## src/rtl/counter_sequencer.sv

```systemverilog
// Start/abort/hold controlled up-counter that runs 0..Limit once or repeatedly,
// pulsing Done per completed period and Err on a rejected (zero-limit) Start.
module counter_sequencer #(
  parameter int WIDTH  = 16,
  parameter int PWIDTH = 8
) (
  input  logic              Clk,
  input  logic              Rst,
  input  logic              Start,
  input  logic              Abort,
  input  logic              Hold,
  input  logic              Periodic,
  input  logic [WIDTH-1:0]  Limit,
  output logic [WIDTH-1:0]  Y,
  output logic              Busy,
  output logic              Done,
  output logic              Err,
  output logic [PWIDTH-1:0] PCount
);

  localparam logic [1:0] IDLE = 2'd0;
  localparam logic [1:0] RUN  = 2'd1;
  localparam logic [1:0] HOLD = 2'd2;

  localparam logic [WIDTH-1:0]  Y_ZERO  = {WIDTH{1'b0}};
  localparam logic [WIDTH-1:0]  Y_ONE   = {{(WIDTH-1){1'b0}}, 1'b1};
  localparam logic [PWIDTH-1:0] PC_ZERO = {PWIDTH{1'b0}};
  localparam logic [PWIDTH-1:0] PC_ONE  = {{(PWIDTH-1){1'b0}}, 1'b1};
  localparam logic [PWIDTH-1:0] PC_MAX  = {PWIDTH{1'b1}};

  logic [1:0]        state_r, state_s;
  logic [WIDTH-1:0]  y_r, y_s;
  logic [WIDTH-1:0]  lim_r, lim_s;
  logic              mode_r, mode_s;
  logic [PWIDTH-1:0] pcount_r, pcount_s;
  logic              done_r, done_s;
  logic              err_r, err_s;
  logic              term_s;

  assign term_s = (y_r == lim_r);

  // Next-state decode: Abort outranks terminal count, which outranks Hold.
  always_comb begin
    state_s  = state_r;
    y_s      = y_r;
    lim_s    = lim_r;
    mode_s   = mode_r;
    pcount_s = pcount_r;
    done_s   = 1'b0;
    err_s    = 1'b0;
    case (state_r)
      IDLE: begin
        if (Abort) begin
          state_s = IDLE;
        end else if (Start) begin
          if (Limit == Y_ZERO) begin
            err_s = 1'b1;
          end else begin
            lim_s    = Limit;
            mode_s   = Periodic;
            y_s      = Y_ZERO;
            pcount_s = PC_ZERO;
            state_s  = RUN;
          end
        end else begin
          state_s = IDLE;
        end
      end
      RUN: begin
        if (Abort) begin
          state_s = IDLE;
          y_s     = Y_ZERO;
        end else if (term_s) begin
          done_s = 1'b1;
          if (pcount_r != PC_MAX) begin
            pcount_s = pcount_r + PC_ONE;
          end else begin
            pcount_s = pcount_r;
          end
          // One-shot parks Y at the limit; periodic wraps on the Done edge.
          if (mode_r) begin
            y_s = Y_ZERO;
          end else begin
            state_s = IDLE;
          end
        end else if (Hold) begin
          state_s = HOLD;
        end else begin
          y_s = y_r + Y_ONE;
        end
      end
      HOLD: begin
        if (Abort) begin
          state_s = IDLE;
          y_s     = Y_ZERO;
        end else if (Hold) begin
          state_s = HOLD;
        end else begin
          state_s = RUN;
        end
      end
      default: begin
        state_s = IDLE;
        y_s     = Y_ZERO;
      end
    endcase
  end

  // State and output registers.
  always_ff @(posedge Clk or posedge Rst) begin
    if (Rst) begin
      state_r  <= IDLE;
      y_r      <= Y_ZERO;
      lim_r    <= Y_ZERO;
      mode_r   <= 1'b0;
      pcount_r <= PC_ZERO;
      done_r   <= 1'b0;
      err_r    <= 1'b0;
    end else begin
      state_r  <= state_s;
      y_r      <= y_s;
      lim_r    <= lim_s;
      mode_r   <= mode_s;
      pcount_r <= pcount_s;
      done_r   <= done_s;
      err_r    <= err_s;
    end
  end

  assign Y      = y_r;
  assign Busy   = (state_r == RUN) || (state_r == HOLD);
  assign Done   = done_r;
  assign Err    = err_r;
  assign PCount = pcount_r;

endmodule

```

## config.mk

```make
export PLATFORM = sky130hd
export DESIGN_NAME = counter_sequencer
export DESIGN_NICKNAME = d
export VERILOG_FILES = /design/src/rtl/counter_sequencer.sv
export SDC_FILE = /design/constraint.sdc
export NUM_CORES = 1
export LEC_CHECK = 0
export ABC_AREA = 1
export CORE_AREA = 3 3 67 100
export DETAILED_ROUTE_END_ITERATION = 10
export DIE_AREA = 0 0 70 103
export PLACE_DENSITY = 0.74
export SETUP_SLACK_MARGIN = 0.02
export SLEW_MARGIN = 25
export SYNTH_ARGS = -nofsm -noshare
export SYNTH_HDL_FRONTEND = slang
export SYNTH_SLANG_ARGS = --single-unit
```

## constraint.sdc

```tcl
create_clock -name Clk -period 2.55 [get_ports Clk]
set_clock_uncertainty 0.15 [all_clocks]
set_input_delay 0.255 -clock Clk [delete_from_list [all_inputs] [get_ports Clk]]
set_output_delay 0.255 -clock Clk [all_outputs]
set_load 0.05 [all_outputs]
```

== Word level (Yosys, flattened, before mapping) ==
Index checks and enable logic that the tools add are counted.

* Register bits after elaboration: 45
* Bits of input ports: 22
* Output and inout bits: 27
* Word-level logic and storage cells: 68

* Add/sub/neg operators: 2
* Equality and inequality tests: 16
* Mux-type cells: 33
* Bitwise logic cells: 2
* Reductions and logical operators: 8

{| class="wikitable"
|+ Operators by type and width
! cell !! number
|-
| $mux W16 || 8
|-
| $mux W8 || 6
|-
| $pmux W16 S3 || 1
|-
| $ne A4 B4 Y1 const B || 5
|-
| $mux W2 || 9
|-
| $add A16 B1 Y16 const B || 1
|-
| $eq A16 B16 Y1 || 1
|-
| $logic_not A16 Y1 || 1
|-
| $pmux W8 S2 || 1
|-
| $ne A2 B2 Y1 const B || 7
|-
| $add A8 B1 Y8 const B || 1
|-
| $ne A8 B8 Y1 const B || 1
|-
| $mux W1 || 7
|-
| $reduce_and A7 Y1 || 1
|-
| $pmux W2 S3 || 1
|-
| $reduce_and A6 Y1 || 1
|-
| $reduce_and A4 Y1 || 1
|-
| $reduce_and A3 Y1 || 1
|-
| $eq A2 B1 Y1 const B || 1
|-
| $eq A2 B2 Y1 const B || 1
|-
| $logic_not A2 Y1 || 1
|-
| $not A1 Y1 || 2
|-
| $reduce_bool A2 Y1 || 1
|-
| $logic_or A1 B1 Y1 || 1
|}

== Logic depth before layout (Yosys ltp) ==
Gate-level depths: netlist (run 1).

* Depth after elaboration: 5
* Depth in mapped cells: 13
* Mapped depth without buffers: 12

== Worst setup path after synthesis (run 1) ==
Ideal clock, no wire load.

* Kind: reg-to-reg
* Start point: reg y_r[1] (netlist: Y[1])
* End point: reg y_r[14] (netlist: Y[14])
* Library setup time: 118 ps
* Arrival: 1853 ps
* Data required time: 2282 ps
* Path slack: 428 ps
* Stages on the path, launching flop included: 11
* Path buffers: 0
* Clock period less this slack: 2122 ps
* Cell sequence: dfrtp_1 > ha_1 > nand2_1 > nor2_1 > nand2_1 > nor3_1 > nand3_1 > nand3_1 > nor2_1 > nand3_1 > nand2_1

* Longest elaborated chain between the ends: 5
* Elaborated cells on any way between the ends: 9
* Those cells by class: add/sub: 1; eq/ne: 3; mux: 4; reduce/logical: 1

{| class="wikitable"
|+ Ends and longest elaborated chain
! element !! line !! RTL
|-
| start: declaration || 32 || <nowiki>logic [WIDTH-1:0] y_r, y_s;</nowiki>
|-
| start signal: assignment || 121 || <nowiki>y_r <= y_s;</nowiki>
|-
| $add A16 B1 Y16 || 89 || <nowiki>y_s = y_r + Y_ONE;</nowiki>
|-
| $mux W16 || 86 || <nowiki>end else if (Hold) begin</nowiki>
|-
| $mux W16 || 73 || <nowiki>end else if (term_s) begin</nowiki>
|-
| $mux W16 || 70 || <nowiki>if (Abort) begin</nowiki>
|-
| $pmux W16 S3 || 51 || <nowiki>case (state_r)</nowiki>
|}

Several ways; a longest one is shown, not always the timed one. The select of a mux whose other input is x is not followed.
A chain may end at the register's enable or synchronous reset.

== Worst setup path in the final report (run 1) ==
* Start point: reg state_r[0]
* End point: out Busy

* Longest elaborated chain between the ends: 2
* Elaborated cells on any way between the ends: 3
* Those cells by class: eq/ne: 2; reduce/logical: 1

{| class="wikitable"
|+ Ends and longest elaborated chain
! element !! line !! RTL
|-
| start: declaration || 31 || <nowiki>logic [1:0] state_r, state_s;</nowiki>
|-
| start signal: assignment || 120 || <nowiki>state_r <= state_s;</nowiki>
|-
| $eq A2 B1 Y1 or $eq A2 B2 Y1 (tied branches) || 131 || <nowiki>assign Busy = (state_r == RUN) || (state_r == HOLD);</nowiki>
|-
| $logic_or A1 B1 Y1 (*) || 131 ||
|-
| end: declaration || 15 || <nowiki>output logic Busy,</nowiki>
|}

Mark *: on every way between the ends. The rest lies on a longest branch, timed or not.

==> summary.log, run 1 <==
INFO  outcome        status=finished clean
INFO  placed_design  numPortBuffers=48
INFO  routing        routed_via_density=5.00
INFO  die            core_region_area=0.00587mm²
INFO  setup_path     worstSetupPathType=reg2out
INFO  die            site_row_count=34
INFO  power          cellPowerDensity=525mW/mm²
INFO  cts            number_of_sinks_driven_by_the_clock_tree=45
INFO  cts            holdBufCountCts=0
INFO  yosys          synth-seq-area-share=0.388
INFO  timing         count_of_final_hold_check_violations=0
INFO  setup_path     worstSetupEndpointType=primary output
INFO  timing         final-setup-viol-count=0
INFO  routing        avgRoutedWirePerCell=12.8µm
INFO  yosys          synthCells=433
INFO  cts            post_cts_setup_buffer_count=0
INFO  cts            cts_tree=done
INFO  cts            clk_pin_slew_worst_paths=0.08ns
INFO  power          power.leakage=1.76nW
INFO  placed_design  gp_congestion=0.875
INFO  setup_path     critical_path_peak_fanout=4
INFO  timing         maxSlewHeadroom=0.606
INFO  routing        postRouteWirelength=7160µm
INFO  final_layout   finalNetCount=514
INFO  cts            clkLatencyLatePin=0.30ns
INFO  final_layout   finalCoreUtilization=0.606
INFO  yosys          synth-warning-count=0
INFO  setup_path     reg2regPathDepth=10
INFO  cts            numCtsBuffers=5
INFO  yosys          synth.ff_latch_count=45
INFO  timing         period_share=0.889
INFO  global_routing grt_overall_usage=0.206
INFO  yosys          synth.avg_cell_area=6.71µm²
INFO  cts            post_cts.resized_instances=0
INFO  routing        drcViolationCount=0
INFO  power          ir_drop=0.385mV
INFO  die            die_w=70µm
INFO  final_layout   mostFrequentLayoutCells=sky130_fd_sc_hd__nand2_1 (148), sky130_fd_sc_hd__inv_1 (61), sky130_fd_sc_hd__nor2_1 (52), sky130_fd_sc_hd__clkdlybuf4s50_1 (48), sky130_fd_sc_hd__dfrtp_1 (45)
INFO  routing        dr_total_vias=2790
INFO  global_routing antenna_found_initial=0
INFO  setup_path     crit_required=2.14ns
INFO  timing         setup-tns-final=0ns
INFO  final_layout   layout-drive-gt1-share=0.0638
INFO  timing         timing_max_transition_violations_final=0
INFO  timing         grt_setup_unrepaired=false
INFO  yosys          mappedNetlistArea=0.00291mm²
INFO  cts            cts_htree_levels=2
INFO  timing         fin_crit=2.27ns
INFO  global_routing global_route.overflow_total=0
INFO  die            initial_utilization=0.495
INFO  final_layout   mostFrequentLayoutCell=sky130_fd_sc_hd__nand2_1
INFO  timing         maxClockFrequency=441MHz
INFO  final_layout   area.growth.synth_to_final=22.5%
INFO  global_routing pin_count_of_the_biggest_net_entering_global_routing=46
INFO  die            die-height=103µm
INFO  routing        first_pass_iters=4
INFO  placed_design  detailedPlacementHpwl=5440µm
INFO  setup_path     timing.critical_path.arrival=1.86ns
INFO  cts            cts_root_buffer=sky130_fd_sc_hd__clkbuf_8
INFO  yosys          synthesis.nets=461
INFO  routing        route.antenna.remaining_nets=0
INFO  die            num_ports=49
INFO  yosys          synth_cell_types=27
INFO  min_path       min-delay-path-class=in2async
INFO  routing        drtIter0Drc=130
INFO  timing         worst_slew_pin_slew=0.590ns
INFO  cts            cts.path.max_buffers=2
INFO  job            cap_viol_max_count=0
INFO  die            design.die.area=0.00721mm²
INFO  global_routing grt_pass1_vias=2702
INFO  setup_path     crit_path_start_kind=register
INFO  final_layout   n_antenna_cell=0
INFO  global_routing grt_first_pass_wirelength=11800µm
synthesized netlist by cell type:
master | instances | area, µm²
sky130_fd_sc_hd__o21bai_1 | 1 | 7.51
sky130_fd_sc_hd__xor2_1 | 6 | 52.6
sky130_fd_sc_hd__buf_2 | 3 | 15.0
sky130_fd_sc_hd__dfrtp_1 | 45 | 1130
sky130_fd_sc_hd__inv_2 | 6 | 22.5
sky130_fd_sc_hd__inv_1 | 62 | 233
sky130_fd_sc_hd__clkbuf_1 | 3 | 11.3
sky130_fd_sc_hd__nand3_1 | 38 | 190
sky130_fd_sc_hd__nor2_4 | 2 | 22.5
sky130_fd_sc_hd__or2_2 | 1 | 6.26
sky130_fd_sc_hd__nand3_2 | 1 | 10.0
sky130_fd_sc_hd__buf_4 | 1 | 7.51
sky130_fd_sc_hd__buf_6 | 2 | 22.5
sky130_fd_sc_hd__nand2_2 | 1 | 6.26
sky130_fd_sc_hd__a21oi_1 | 10 | 50.1
sky130_fd_sc_hd__nand2_1 | 148 | 556
sky130_fd_sc_hd__nand4_2 | 1 | 12.5
sky130_fd_sc_hd__xnor2_1 | 2 | 17.5
sky130_fd_sc_hd__nor2_1 | 52 | 195
sky130_fd_sc_hd__nand2_4 | 1 | 11.3
sky130_fd_sc_hd__nand4_1 | 9 | 56.3
sky130_fd_sc_hd__nand3_4 | 2 | 35.0
sky130_fd_sc_hd__nor3_1 | 4 | 20.0
sky130_fd_sc_hd__nor2_2 | 2 | 12.5
sky130_fd_sc_hd__ha_1 | 6 | 75.1
sky130_fd_sc_hd__o21ai_0 | 23 | 115
sky130_fd_sc_hd__o21ai_4 | 1 | 16.3
per-layer routing:
layer  part of all wire  vias up  GRT usage
met1               0.38     1271      0.206
met4              0.020        0     0.0988
met5                  0        -          0
li1                   -     1440          -
met2               0.56       67      0.410
met3              0.039       12     0.0332
area by class of cell:
type	count	area, µm²
Tap cell	72	90.1
Inverter	68	255
Timing Repair Buffer	55	533
Fill cell	550	2310
Multi-Input combinational cell	311	1470
Sequential cell	45	1130
Clock buffer	7	86.3
critical path, stage by stage, from the launching register on:
cell and delay (ns):
sky130_fd_sc_hd__dfrtp_1 0.41, sky130_fd_sc_hd__inv_1 0.08, sky130_fd_sc_hd__ha_1 0.29, sky130_fd_sc_hd__clkdlybuf4s50_1 0.79
registers in the layout, summed over array words and instances (netlist names):
name	cells
Err	1
Done	1
Y	16
PCount	8
lim_r	16
state_r	2
mode_r	1
worst paths after layout:
path                       startpoint   endpoint  slack (ns)
setup / recovery           state_r[0]       Busy        0.28
hold / removal                    Rst      Y[11]        0.25
setup reg to reg           state_r[1]      Y[11]        0.42
max in group asynchronous         Rst  lim_r[14]        1.59
min in group Clk             lim_r[2]   lim_r[2]        0.36
hold reg to reg              lim_r[2]   lim_r[2]        0.36
power by group:
| part | switching, mW | total (mW) | internal [mW] | leakage [nW] |
|---|---|---|---|---|
| Combinational | 0.338 | 0.534 | 0.197 | 1.12 |
| Clock | 0.232 | 0.447 | 0.215 | 0.0443 |
| Sequential | 0.0899 | 0.887 | 0.797 | 0.598 |
kinds of logic (layout without fill, tap and decap cells):
group	after synthesis	count (layout)	share of synthesized area
and+or+nand+nor	262	262	0.390
xor gates and xnor gates	8	8	0.0241
AOI/OAI and AO/OA	35	35	0.0650
DFF	45	45	0.388
buffers and inverters	77	130	0.107
adders and majority gates	6	6	0.0258
stage by stage:
| stage | cells | worst slack (ns) | power (mW) | hold WS [ns] | instance area (µm²) |
|---|---|---|---|---|---|
| 2_1_floorplan | 433 | 0.428 | 1.26 | 0.264 | 2910 |
| 3_5_place_dp | 551 | 0.413 | 1.44 | 0.345 | 3470 |
| 3_3_place_gp | 551 | 0.494 | 1.42 | 0.339 | 3470 |
| 4_1_cts | 558 | 0.272 | 1.88 | 0.279 | 3560 |
| 6_report | 558 | 0.282 | 1.87 | 0.251 | 3560 |
| 5_1_grt | 558 | 0.220 | 1.97 | 0.336 | 3560 |
(Power assumes the default switching activity.)
==> inputs of run 2 (changes only) <==
--- a/config.mk
+++ b/config.mk
@@ -6,9 +6,11 @@
 export NUM_CORES = 1
 export LEC_CHECK = 0
 export ABC_AREA = 1
+export ABC_CLOCK_PERIOD_IN_PS = 2550
 export CORE_AREA = 3 3 67 100
 export DETAILED_ROUTE_END_ITERATION = 10
 export DIE_AREA = 0 0 70 103
+export GPL_ROUTABILITY_DRIVEN = 0
 export PLACE_DENSITY = 0.74
 export SETUP_SLACK_MARGIN = 0.02
 export SLEW_MARGIN = 25
==> results of run 2 <==
The final DEF is identical to that of run 1; final timing and power are the same.
